$ cat src/rtl/imm_gen_pkg.sv
// Shared decode definitions: immediate format selects, datapath width and the
// base-opcode constants the main decoder uses to pick an immediate format.
package imm_gen_pkg;

   localparam int unsigned XLEN = 32;

   // Immediate format select driven by the main decoder
   typedef enum logic [2:0] {
      IMM_I = 3'b000,
      IMM_S = 3'b001,
      IMM_B = 3'b010,
      IMM_U = 3'b011,
      IMM_J = 3'b100
   } imm_src_e;

   // Select used by the decoder for instructions that carry no immediate
   localparam logic [2:0] IMM_NONE = 3'b111;

   // RV32I base opcodes (instr[6:0])
   localparam logic [6:0] OPC_LOAD   = 7'b0000011;
   localparam logic [6:0] OPC_FENCE  = 7'b0001111;
   localparam logic [6:0] OPC_OP_IMM = 7'b0010011;
   localparam logic [6:0] OPC_AUIPC  = 7'b0010111;
   localparam logic [6:0] OPC_STORE  = 7'b0100011;
   localparam logic [6:0] OPC_OP     = 7'b0110011;
   localparam logic [6:0] OPC_LUI    = 7'b0110111;
   localparam logic [6:0] OPC_BRANCH = 7'b1100011;
   localparam logic [6:0] OPC_JALR   = 7'b1100111;
   localparam logic [6:0] OPC_JAL    = 7'b1101111;
   localparam logic [6:0] OPC_SYSTEM = 7'b1110011;

   // True for the five defined formats; 101..111 carry no immediate
   function automatic logic imm_src_valid(input logic [2:0] src);
      return (src <= 3'(IMM_J));
   endfunction

   // Format select the main decoder drives for a given base opcode
   function automatic logic [2:0] imm_src_for_opcode(input logic [6:0] opcode);
      logic [2:0] src;
      src = IMM_NONE;
      case (opcode)
         OPC_LOAD, OPC_OP_IMM, OPC_JALR, OPC_SYSTEM: src = 3'(IMM_I);
         OPC_STORE:                                  src = 3'(IMM_S);
         OPC_BRANCH:                                 src = 3'(IMM_B);
         OPC_LUI, OPC_AUIPC:                         src = 3'(IMM_U);
         OPC_JAL:                                    src = 3'(IMM_J);
         default:                                    src = IMM_NONE;
      endcase
      return src;
   endfunction

endpackage

$ cat src/rtl/imm_gen_comb.sv
// Combinational RV32I immediate format mux with sign extension.
module imm_gen_comb #(
   parameter int unsigned XLEN = 32
) (
   input  logic [31:0]     instruction,
   input  logic [2:0]      imm_src,
   output logic [XLEN-1:0] imm_ext,
   output logic            imm_valid
);
   import imm_gen_pkg::*;

   // Select and sign-extend the immediate; only bits of the chosen format are read,
   // so unknowns on unused instruction bits never reach the output
   always_comb begin
      imm_ext   = '0;
      imm_valid = imm_src_valid(imm_src);
      case (imm_src)
         IMM_I: imm_ext = {{21{instruction[31]}}, instruction[30:20]};
         IMM_S: imm_ext = {{21{instruction[31]}}, instruction[30:25], instruction[11:7]};
         IMM_B: imm_ext = {{20{instruction[31]}}, instruction[7], instruction[30:25],
                           instruction[11:8], 1'b0};
         IMM_U: imm_ext = {instruction[31:12], 12'b0};
         IMM_J: imm_ext = {{12{instruction[31]}}, instruction[19:12], instruction[20],
                           instruction[30:21], 1'b0};
         default: imm_ext = '0;
      endcase
   end

endmodule

$ cat src/rtl/imm_gen.sv
// Decode-stage immediate generator: combinational result for same-cycle use plus
// a one-cycle registered copy for pipelined datapaths.
module imm_gen #(
   parameter int unsigned XLEN = 32
) (
   input  logic            clk,
   input  logic            rst_n,
   input  logic [31:0]     instruction,
   input  logic [2:0]      imm_src,
   output logic [XLEN-1:0] imm_ext,
   output logic            imm_valid,
   output logic [XLEN-1:0] imm_ext_q,
   output logic            imm_valid_q
);

   imm_gen_comb #(
      .XLEN (XLEN)
   ) u_comb (
      .instruction (instruction),
      .imm_src     (imm_src),
      .imm_ext     (imm_ext),
      .imm_valid   (imm_valid)
   );

   // Register the combinational result every cycle; reset clears only this stage
   always_ff @(posedge clk or negedge rst_n) begin
      if (!rst_n) begin
         imm_ext_q   <= '0;
         imm_valid_q <= 1'b0;
      end else begin
         imm_ext_q   <= imm_ext;
         imm_valid_q <= imm_valid;
      end
   end

endmodule

$ cat config.mk
export PLATFORM = sky130hd
export DESIGN_NAME = imm_gen
export DESIGN_NICKNAME = d
export VERILOG_FILES = /design/src/rtl/imm_gen_pkg.sv /design/src/rtl/imm_gen_comb.sv /design/src/rtl/imm_gen.sv
export SDC_FILE = /design/constraint.sdc
export NUM_CORES = 1
export LEC_CHECK = 0
export BUFFER_PORTS_ARGS = -buffer_cell sky130_fd_sc_hd__buf_2
export CORE_MARGIN = 2
export CORE_UTILIZATION = 39
export CTS_CLUSTER_SIZE = 40
export DETAILED_ROUTE_END_ITERATION = 12
export GPL_TIMING_DRIVEN = 0
export PLACE_DENSITY = 0.75
export SYNTH_ARGS = -nofsm -noshare
export SYNTH_HDL_FRONTEND = slang
export SYNTH_SLANG_ARGS = --single-unit
$ cat constraint.sdc
create_clock -name clk -period 1.6 [get_ports clk]
set_input_delay 0.4 -clock clk [delete_from_list [all_inputs] [get_ports clk]]
set_output_delay 0.4 -clock clk [all_outputs]
set_load 0.02 [all_outputs]
==> run_results.csv, run 1 <==
group,metric,value,unit
finish,drive_gt1_share,74.2,%
finish,nets,288,
route,highest_layer,"met4",
critical_path,start_kind,"input port",
clock_tree,cts.clk_slew.worst_paths,100,ps
critical_path,cp_slowest_cell,"maj3_2",
clock_tree,clockBufferDepth,2,
yosys,syn_inst,130,
global_routing,grt_pass1_vias,1396,
critical_path,cp.required,1200,ps
place,globalplace.congestion,0.751,
critical_path,path_max_fanout,6,
yosys,synth-async-reset-ratio,100,%
route,drc,0,
yosys,synth.distinct_cells,22,
floorplan,io_pins,103,
timing,setup_total_negative_slack,-2970,ps
yosys,ys_seq_elements,33,
pwr,seq_power_share,38.8,%
global_routing,grt_use_total,22.4,%
pwr,p_leak,0.00139,uW
floorplan,die-area,0.00399,sq mm
timing,max_slew_margin,51.0,%
clock_tree,cts-root-buf,"clkbuf_4",
route,met1_length,1.66,mm
pwr,p_per_area,868,mW/mm^2
yosys,synth_nets,167,
yosys,yosysSeqAreaShare,60.4,%
global_routing,gr-total-overflow,0,
status,violations,"setup timing",
route,route.met3.wl,199,um
place,dp_hpwl,2.80,mm
route,avgViaCountPerCell,4.82,
yosys,synth_top_area_share,60.4,%
timing,timing.final.ws_setup,-143,ps
yosys,avgSynthCellArea,10.5,sq um
timing,worst_slew_pin_slew,736,ps
critical_path,path_cells,"buf_8 -> maj3_2 -> buf_4 -> and2b_1 -> buf_6",
pwr,swShare,31.2,%
timing,slew_viol_final,0,
yosys,yosys.area_share.simple,19.5,%
finish,diodes,0,
yosys,synthMostInstantiatedCell,"dfrtp_1",
floorplan,die_h,63.2,um
yosys,yosys-top-cells-count,"dfrtp_1, nand2_1, a21oi_1",
floorplan,core.rowCount,21,
yosys,yosysTopAreaCell,"dfrtp_1",
status,status,"finished with violations",
critical_path,crit_path_end_kind,"primary output",
clock_tree,htreeDepth,2,
yosys,synth.area.top_cells,"dfrtp_1, nand2_1, a21oi_1",
global_routing,grt_max_degree,34,
finish,finish.instance_area,0.00270,sq mm
yosys,synth_edf_count,0,
timing,finalSetupViolCount,30,
clock_tree,cts_tree,"built",
yosys,synthMuxAreaShare,0.733,%
global_routing,grt_antenna_before_repair,0,
yosys,synth_fa_ha_area_share,0.824,%
pwr,intPower,1620,uW
yosys,synth_top_family_by_area,"simple AND/OR/NAND/NOR gates",
pwr,peakVddDrop,0.000606,V
route,wl_per_cell,15.0,um
clock_tree,ctsHoldBuffers,0,
finish,finish.utilization,80.4,%
pwr,p_sw,732,uW
route,wirelength,4.48,mm
pwr,clockPowerShare,28.3,%
hold_path,hp-class,"input port to asynchronous set/reset pin",
clock_tree,numCtsBuffers,5,
critical_path,worst-setup-path-type,"input port to primary output",
place,pre_cts_ws,-373,ps
route,first_iter_violations,58,
pwr,p_comb_share,32.9,%
place,portBuffers,95,
global_routing,grt_pass1_wl,6.72,mm
route,antenna_left,0,
floorplan,die_w,63.2,um
route,wl_met2,2.48,mm
floorplan,start_util,40.6,%
timing,fmax,574,MHz
timing,rsz0062_at_grt,"true",
timing,hold_viol,0,
floorplan,coreArea,0.00336,sq mm
run,drv_cap,0,
clock_tree,cts_sinks,33,
yosys,synth_compound_gate_area_share,13.5,%
yosys,synthFlopType,"dfrtp_1",
timing,fin_crit_sh,109,%
place,dpl-instance-area,0.00195,sq mm
timing,layout_min_cycle_time,1740,ps
yosys,synth_xor_area_share,0,%
yosys,synth_area,0.00137,sq mm
critical_path,cp.arrival,1340,ps
finish,syn_to_final_growth,97.9,%
yosys,yosys_warnings,0,
route,vias,1436,
route,first_pass_iters,4,
critical_path,cpPeakStageDelay,310,ps
[layout make-up]
class	count	area, sq um
Buffer	10	133
Inverter	1	3.75
Timing Repair Buffer	115	862
Clock inverter	2	37.5
Fill cell	198	659
Sequential cell	33	826
Tap cell	46	57.6
Multi-Input combinational cell	85	733
Clock buffer	6	51.3
[layer usage]
metal  GRT usage [%]  vias up
li1                -      674
met1            25.0      699
met2            39.0       48
met3            5.00       15
met4            13.3        0
met5               0        -
[worst max-delay path, delay by kind of cell]
| kind | cells | cell delay [ps] |
|---|---|---|
| adders and majority gates | 1 | 310 |
| and+or+nand+nor | 1 | 240 |
| buffers and inverters | 3 | 400 |
[path summary, 6_finish.rpt]
| check | end | slack (ps) | depth (start not counted) | startpoint |
|---|---|---|---|---|
| min | imm_ext_q[21] | 100 | 1 | rst_n |
| max | imm_ext[6] | -140 | 5 | imm_src[2] |
| min in group clk | imm_ext_q[26] | 300 | 3 | instruction[26] |
| max in group asynchronous | imm_ext_q[16] | 1020 | 1 | rst_n |
[flip-flops by register name, summed over array words and instances, names as in the netlist]
| register | flops |
|---|---|
| imm_valid_q | 1 |
| imm_ext_q | 32 |
[logic make-up (layout without fill, tap and decap cells)]
family          Yosys count  count (layout)
simple gates             49              49
flops                    33              33
compound gates           34              34
buf+inv                  12             134
fa+ha+maj                 1               1
mux                       1               1
[through the flow]
stage	std cells	total power [uW]	hold WS [ps]
4_1_cts	288	2290	109
3_3_place_gp	271	1450	490
5_1_grt	298	2470	134
3_5_place_dp	271	1460	488
6_report	298	2350	101
2_1_floorplan	130	1250	104
[power groups by stage]
stage                     combinational, uW  sequential (uW)  clock (uW)
final                                   773              910         664
after global routing                    813              915         739
after CTS                               715              911         668
after detailed placement                530              927           0
after global placement                  525              923           0
after floorplan                         232             1010           0
[what timing repair did]
item / 4_1_cts / 5_1_grt
gates resized for setup: 132 / 24
gates cloned: 3 / 0
pin swaps: 14 / 8
hold endpoints to repair: 0 / 0
setup buffers: 7 / 10
endpoints found under the setup margin: 32 / 32
[cell usage in the layout, fill, tap and decap left out, types with 2 or more instances in the layout]
cell      Yosys  final
o22ai_2       0      7
o21ai_1       0      3
a21oi_2       0     13
o21ai_2       0      6
a21oi_4       0      3
buf_12        0      2
nand2b_1      4      4
and2b_1       8      5
buf_6         1     36
clkbuf_4      0      5
clkbuf_8      0      2
buf_2         7     61
buf_4         2     21
nand2_4       0      7
nand2_1      23     10
nor2b_1       7      5
dfrtp_1      33     33
nand2_2       0      6
buf_8         0      3
and2b_2       0      2
(Power assumes the default switching activity.)
==> run 2, diff against run 1 <==
--- a/config.mk
+++ b/config.mk
@@ -6,6 +6,7 @@
 export NUM_CORES = 1
 export LEC_CHECK = 0
 export BUFFER_PORTS_ARGS = -buffer_cell sky130_fd_sc_hd__buf_2
+export CAP_MARGIN = 20
 export CORE_MARGIN = 2
 export CORE_UTILIZATION = 39
 export CTS_CLUSTER_SIZE = 40
==> constraint.sdc (replaced) <==
create_clock -name clk -period 1.6 [get_ports clk]
set_input_delay 0.4 -clock clk [delete_from_list [all_inputs] [get_ports clk]]
set_output_delay 0.4 -clock clk [all_outputs]
set_load 0.01 [all_outputs]
==> run 2 against run 1 <==
The flow still finishes with violations (setup timing). Cell count is 3.0% higher. Flip-flop and latch count stayed put. Total power is 4.6% lower. Sequential power hardly changed. Die area stayed put. Wire length is 5.2% higher. Sequential share of layout area is 0.31 points higher. Count of clock-buffer cells in the layout stayed put. Combinational power is 15% lower. Fmax is 0.46% higher. Critical path depth is 1 higher. Largest power group unchanged. Clock power is 1% higher.
==> run_results.csv, run 2 (synthesized netlist as in run 1, its figures left out) <==
group,metric,value,unit
clock_tree,cts-root-buf,"clkbuf_4",
global_routing,grt_antenna_before_repair,0,
finish,nFillCells,220,
timing,slew_viol_final,0,
timing,timing.final.ws_setup,-135,ps
route,antenna_left,0,
clock_tree,cts.clk_slew.worst_paths,110,ps
finish,finish.utilization,79.6,%
floorplan,start_util,40.6,%
global_routing,gr-total-overflow,0,
place,dp_hpwl,2.64,mm
pwr,p_comb_share,29.3,%
place,portBuffers,95,
finish,diodes,0,
critical_path,cp.arrival,1330,ps
timing,max_slew_margin,51.0,%
global_routing,grt_pass1_vias,1388,
floorplan,die_w,63.2,um
floorplan,die_h,63.2,um
global_routing,grt_max_degree,34,
route,first_pass_iters,4,
route,vias,1456,
clock_tree,ctsHoldBuffers,0,
pwr,peakVddDrop,0.000505,V
critical_path,cp-startpoint,"imm_src[2]",
floorplan,die-area,0.00399,sq mm
route,drc,0,
pwr,clockPowerShare,30.1,%
pwr,seq_power_share,40.6,%
finish,nets,297,
route,first_iter_violations,47,
critical_path,cp.required,1200,ps
critical_path,worst-setup-path-type,"input port to primary output",
floorplan,io_pins,103,
critical_path,path_max_fanout,5,
pwr,intPower,1600,uW
route,wirelength,4.72,mm
clock_tree,htreeDepth,2,
pwr,p_leak,0.00142,uW
timing,fin_crit_sh,108,%
route,avgViaCountPerCell,4.74,
timing,layout_min_cycle_time,1730,ps
pwr,p_per_area,837,mW/mm^2
clock_tree,clockBufferDepth,2,
global_routing,grt_use_total,22.1,%
timing,worst_slew_pin_slew,735,ps
timing,setup_total_negative_slack,-2780,ps
pwr,swShare,28.7,%
place,globalplace.congestion,0.742,
finish,most-common-layout-cells,"buf_2, dfrtp_1, buf_4",
run,drv_cap,0,
finish,drive_gt1_share,75.1,%
finish,final_common_cell,"buf_2",
finish,largestRegisters,"imm_ext_q (32), imm_valid_q (1)",
status,violations,"setup timing",
pwr,p_sw,643,uW
clock_tree,cts_sinks,33,
global_routing,grt_pass1_wl,6.76,mm
clock_tree,numCtsBuffers,5,
status,status,"finished with violations",
critical_path,crit_path_end_kind,"primary output",
timing,hold_viol,0,
hold_path,hp-class,"input port to asynchronous set/reset pin",
critical_path,start_kind,"input port",
finish,largest_reg_flops,32,
finish,top_register,"imm_ext_q",
route,wl_per_cell,15.4,um
floorplan,core.rowCount,21,
timing,rsz0062_at_grt,"true",
floorplan,coreArea,0.00336,sq mm
finish,syn_to_final_growth,95.9,%
clock_tree,cts_tree,"built",
timing,finalSetupViolCount,31,
timing,fmax,576,MHz
## run 2: changes by cell type in the layout (fill, tap and decap cells not counted), sizes merged
cell / previous run / this run
buf: 124 / 134
clkbuf: 7 / 6
## run 2: cell type report
cell class / instances / area (sq um) / share of cell area [%]
tap: 46 / 57.6 / 2.15
clock inverter: 2 / 37.5 / 1.40
inverter: 1 / 3.75 / 0.140
clock buffer: 6 / 51.3 / 1.92
sequential: 33 / 826 / 30.9
multi-input combinational: 85 / 758 / 28.3
buffer: 9 / 109 / 4.07
timing repair buffer: 125 / 833 / 31.1
## run 2: worst max-delay path, cell delays in order
cell and delay (ps):
buf_8 100, maj3_2 320, nand2b_4 190, buf_8 160, nand2_4 70, buf_6 100
## run 2: what timing repair did
action,CTS,global route
gates cloned,3,0
pin swaps,18,22
setup buffers,15,12
endpoints found under the setup margin,32,32
resized for setup,86,40
## run 2: worst paths after layout
kind | end
max | imm_ext[23]
min | imm_ext_q[25]
max in group asynchronous | imm_ext_q[12]
min in group clk | imm_ext_q[27]
## run 2: metrics by stage
step	cell area, sq um	total power, uW	std cells	setup WS, ps	hold slack, ps
after floorplan	1370	1130	130	44.2	104
after global placement	1900	1330	271	-228	482
after detailed placement	1900	1330	271	-221	490
after CTS	2430	2140	296	-104	117
after global routing	2680	2350	307	-169	143
final	2680	2240	307	-135	100
## run 2: per-layer routing
| layer | global-route usage (%) | up-vias | part of all wire [%] |
|---|---|---|---|
| met1 | 24.9 | 709 | 38 |
| met5 | 0 | - | 0 |
| met2 | 41.0 | 44 | 56 |
| met3 | 3.75 | 7 | 4.6 |
| met4 | 8.97 | 0 | 1.6 |
| li1 | - | 696 | - |
## run 2: power by group through the flow
stage / Sequential (uW) / Clock [uW] / Combinational [uW]
finish: 910 / 673 / 657
global route: 916 / 733 / 697
CTS: 909 / 674 / 559
detailed placement: 926 / 0 / 408
global placement: 923 / 0 / 407
floorplan: 964 / 0 / 164
==> run 3, diff against run 2 <==
--- a/config.mk
+++ b/config.mk
@@ -12,6 +12,7 @@
 export CTS_CLUSTER_SIZE = 40
 export DETAILED_ROUTE_END_ITERATION = 12
 export GPL_TIMING_DRIVEN = 0
+export MAX_ROUTING_LAYER = met4
 export PLACE_DENSITY = 0.75
 export SYNTH_ARGS = -nofsm -noshare
 export SYNTH_HDL_FRONTEND = slang
==> run 3 against run 2 <==
The run still ends with setup timing left. Fmax hardly changed. Wire length is 0.72% lower. Clock power decreased by 0.7%. Total power fell by 0.24%. Combinational power hardly changed. First-iteration DRC count rose by 26%. Via count increased by 0.62%. Non-clock buffer count unchanged. Sequential share of layout area unchanged. Core utilization is the same. Design area is the same. Critical endpoint unchanged. Largest power group unchanged.
==> run_results.csv, run 3 (synthesized netlist as in run 1, its figures left out) <==
group,metric,value,unit
finish,nFillCells,220,
status,status,"finished with violations",
floorplan,die_w,63.2,um
route,wl_met2,2.66,mm
pwr,peakVddDrop,0.000503,V
global_routing,grt_use_total,22.7,%
finish,seqCellArea,826,sq um
finish,diodes,0,
finish,largest_reg_flops,32,
clock_tree,cts_tree,"built",
critical_path,worst_path_most_repeated_cell,"buf_8",
clock_tree,numCtsBuffers,5,
finish,multi_input_area,758,sq um
route,first_pass_iters,4,
critical_path,start_kind,"input port",
critical_path,cpPeakStageDelay,320,ps
critical_path,path_buf_inv,3,
timing,worst_slew_pin_slew,725,ps
floorplan,die_h,63.2,um
timing,layout_min_cycle_time,1740,ps
hold_path,hp-class,"input port to asynchronous set/reset pin",
critical_path,path_cells,"buf_8 -> maj3_2 -> nand2b_4 -> buf_8 -> nand2_4 -> buf_6",
route,avgViaCountPerCell,4.77,
floorplan,coreArea,0.00336,sq mm
finish,final_common_cell,"buf_2",
route,vias,1465,
place,dp_hpwl,2.64,mm
pwr,p_leak,0.00142,uW
timing,finalSetupViolCount,30,
place,dp.cells,271,
route,wl_per_cell,15.3,um
critical_path,worst-setup-path-type,"input port to primary output",
clock_tree,htreeDepth,2,
timing,timing.final.ws_setup,-135,ps
route,met1_length,1.77,mm
critical_path,critPathTopFamily,"buffers and inverters",
status,violations,"setup timing",
finish,most-common-layout-cells,"buf_2, dfrtp_1, buf_4",
floorplan,start_util,40.6,%
run,drv_cap,0,
global_routing,gr-total-overflow,0,
finish,syn_to_final_growth,95.9,%
finish,nets,297,
clock_tree,cts_sinks,33,
critical_path,path_max_fanout,5,
clock_tree,cts-root-buf,"clkbuf_4",
floorplan,io_pins,103,
global_routing,grt_pass1_wl,6.78,mm
clock_tree,cts.clk_slew.worst_paths,110,ps
critical_path,crit_path_end_kind,"primary output",
pwr,p_per_area,835,mW/mm^2
timing,fmax,576,MHz
route,drc,0,
finish,top_register,"imm_ext_q",
route,antenna_left,0,
timing,fin_crit_sh,108,%
timing,slew_viol_final,0,
clock_tree,clockBufferDepth,2,
floorplan,core.rowCount,21,
route,wirelength,4.68,mm
finish,largestRegisters,"imm_ext_q (32), imm_valid_q (1)",
finish,finish.utilization,79.6,%
timing,setup_total_negative_slack,-2760,ps
route,highest_layer,"met4",
place,pre_cts_ws,-221,ps
clock_tree,ctsHoldBuffers,0,
place,portBuffers,95,
route,first_iter_violations,59,
critical_path,cp.arrival,1340,ps
finish,drive_gt1_share,75.1,%
finish,stdcell_count,307,
critical_path,cp_slowest_cell,"maj3_2",
global_routing,grt_max_degree,34,
route,route.met3.wl,192,um
place,globalplace.congestion,0.752,
timing,rsz0062_at_grt,"true",
timing,holdWs,101,ps
global_routing,grt_antenna_before_repair,0,
critical_path,cp.required,1200,ps
timing,max_slew_margin,51.7,%
global_routing,grt_pass1_vias,1390,
timing,hold_viol,0,
floorplan,die-area,0.00399,sq mm
==> run 3: cell counts in the layout (fill, tap and decap cells not counted) <==
Identical to the previous run, type by type.
==> run 3: final timing paths <==
path                            startpoint  cells past startpoint            end  slack [ps]
worst min-delay path                 rst_n                      1  imm_ext_q[25]         100
worst max-delay path            imm_src[2]                      6    imm_ext[23]        -140
min in group clk           instruction[27]                      3  imm_ext_q[27]         270
max in group asynchronous            rst_n                      1  imm_ext_q[12]        1030
==> run 3: repair_timing <==
action | 4_1_cts | 5_1_grt
gates resized for setup | 86 | 40
buffers inserted | 15 | 12
endpoints found under the hold margin | 0 | 0
cloned | 3 | 0
endpoints found under the setup margin | 32 | 32
pin swaps | 18 | 22
==> run 3: metal layers <==
metal	vias to the layer above	GRT usage (%)
met5	-	-
met4	0	8.97
met3	5	3.75
met2	43	40.8
met1	721	25.2
li1	696	-
==> run 3: area by class of cell <==
type	count	area share, %
buffer	9	4.07
sequential	33	30.9
clock inverter	2	1.40
tap	46	2.15
timing repair buffer	125	31.1
multi-input combinational	85	28.3
clock buffer	6	1.92
inverter	1	0.140
==> run 3: power breakdown <==
group | leakage [uW] | switching, uW | internal, uW | total (uW)
Clock | 0.0000445 | 297 | 371 | 668
Sequential | 0.000419 | 14.3 | 895 | 909
Combinational | 0.000954 | 327 | 330 | 657
Total | 0.00142 | 638 | 1600 | 2230
==> run 3: per-stage QoR <==
stage	total power, uW	area, sq um
2_1_floorplan	1130	1370
3_3_place_gp	1330	1900
3_5_place_dp	1330	1900
4_1_cts	2140	2430
5_1_grt	2350	2680
6_report	2230	2680
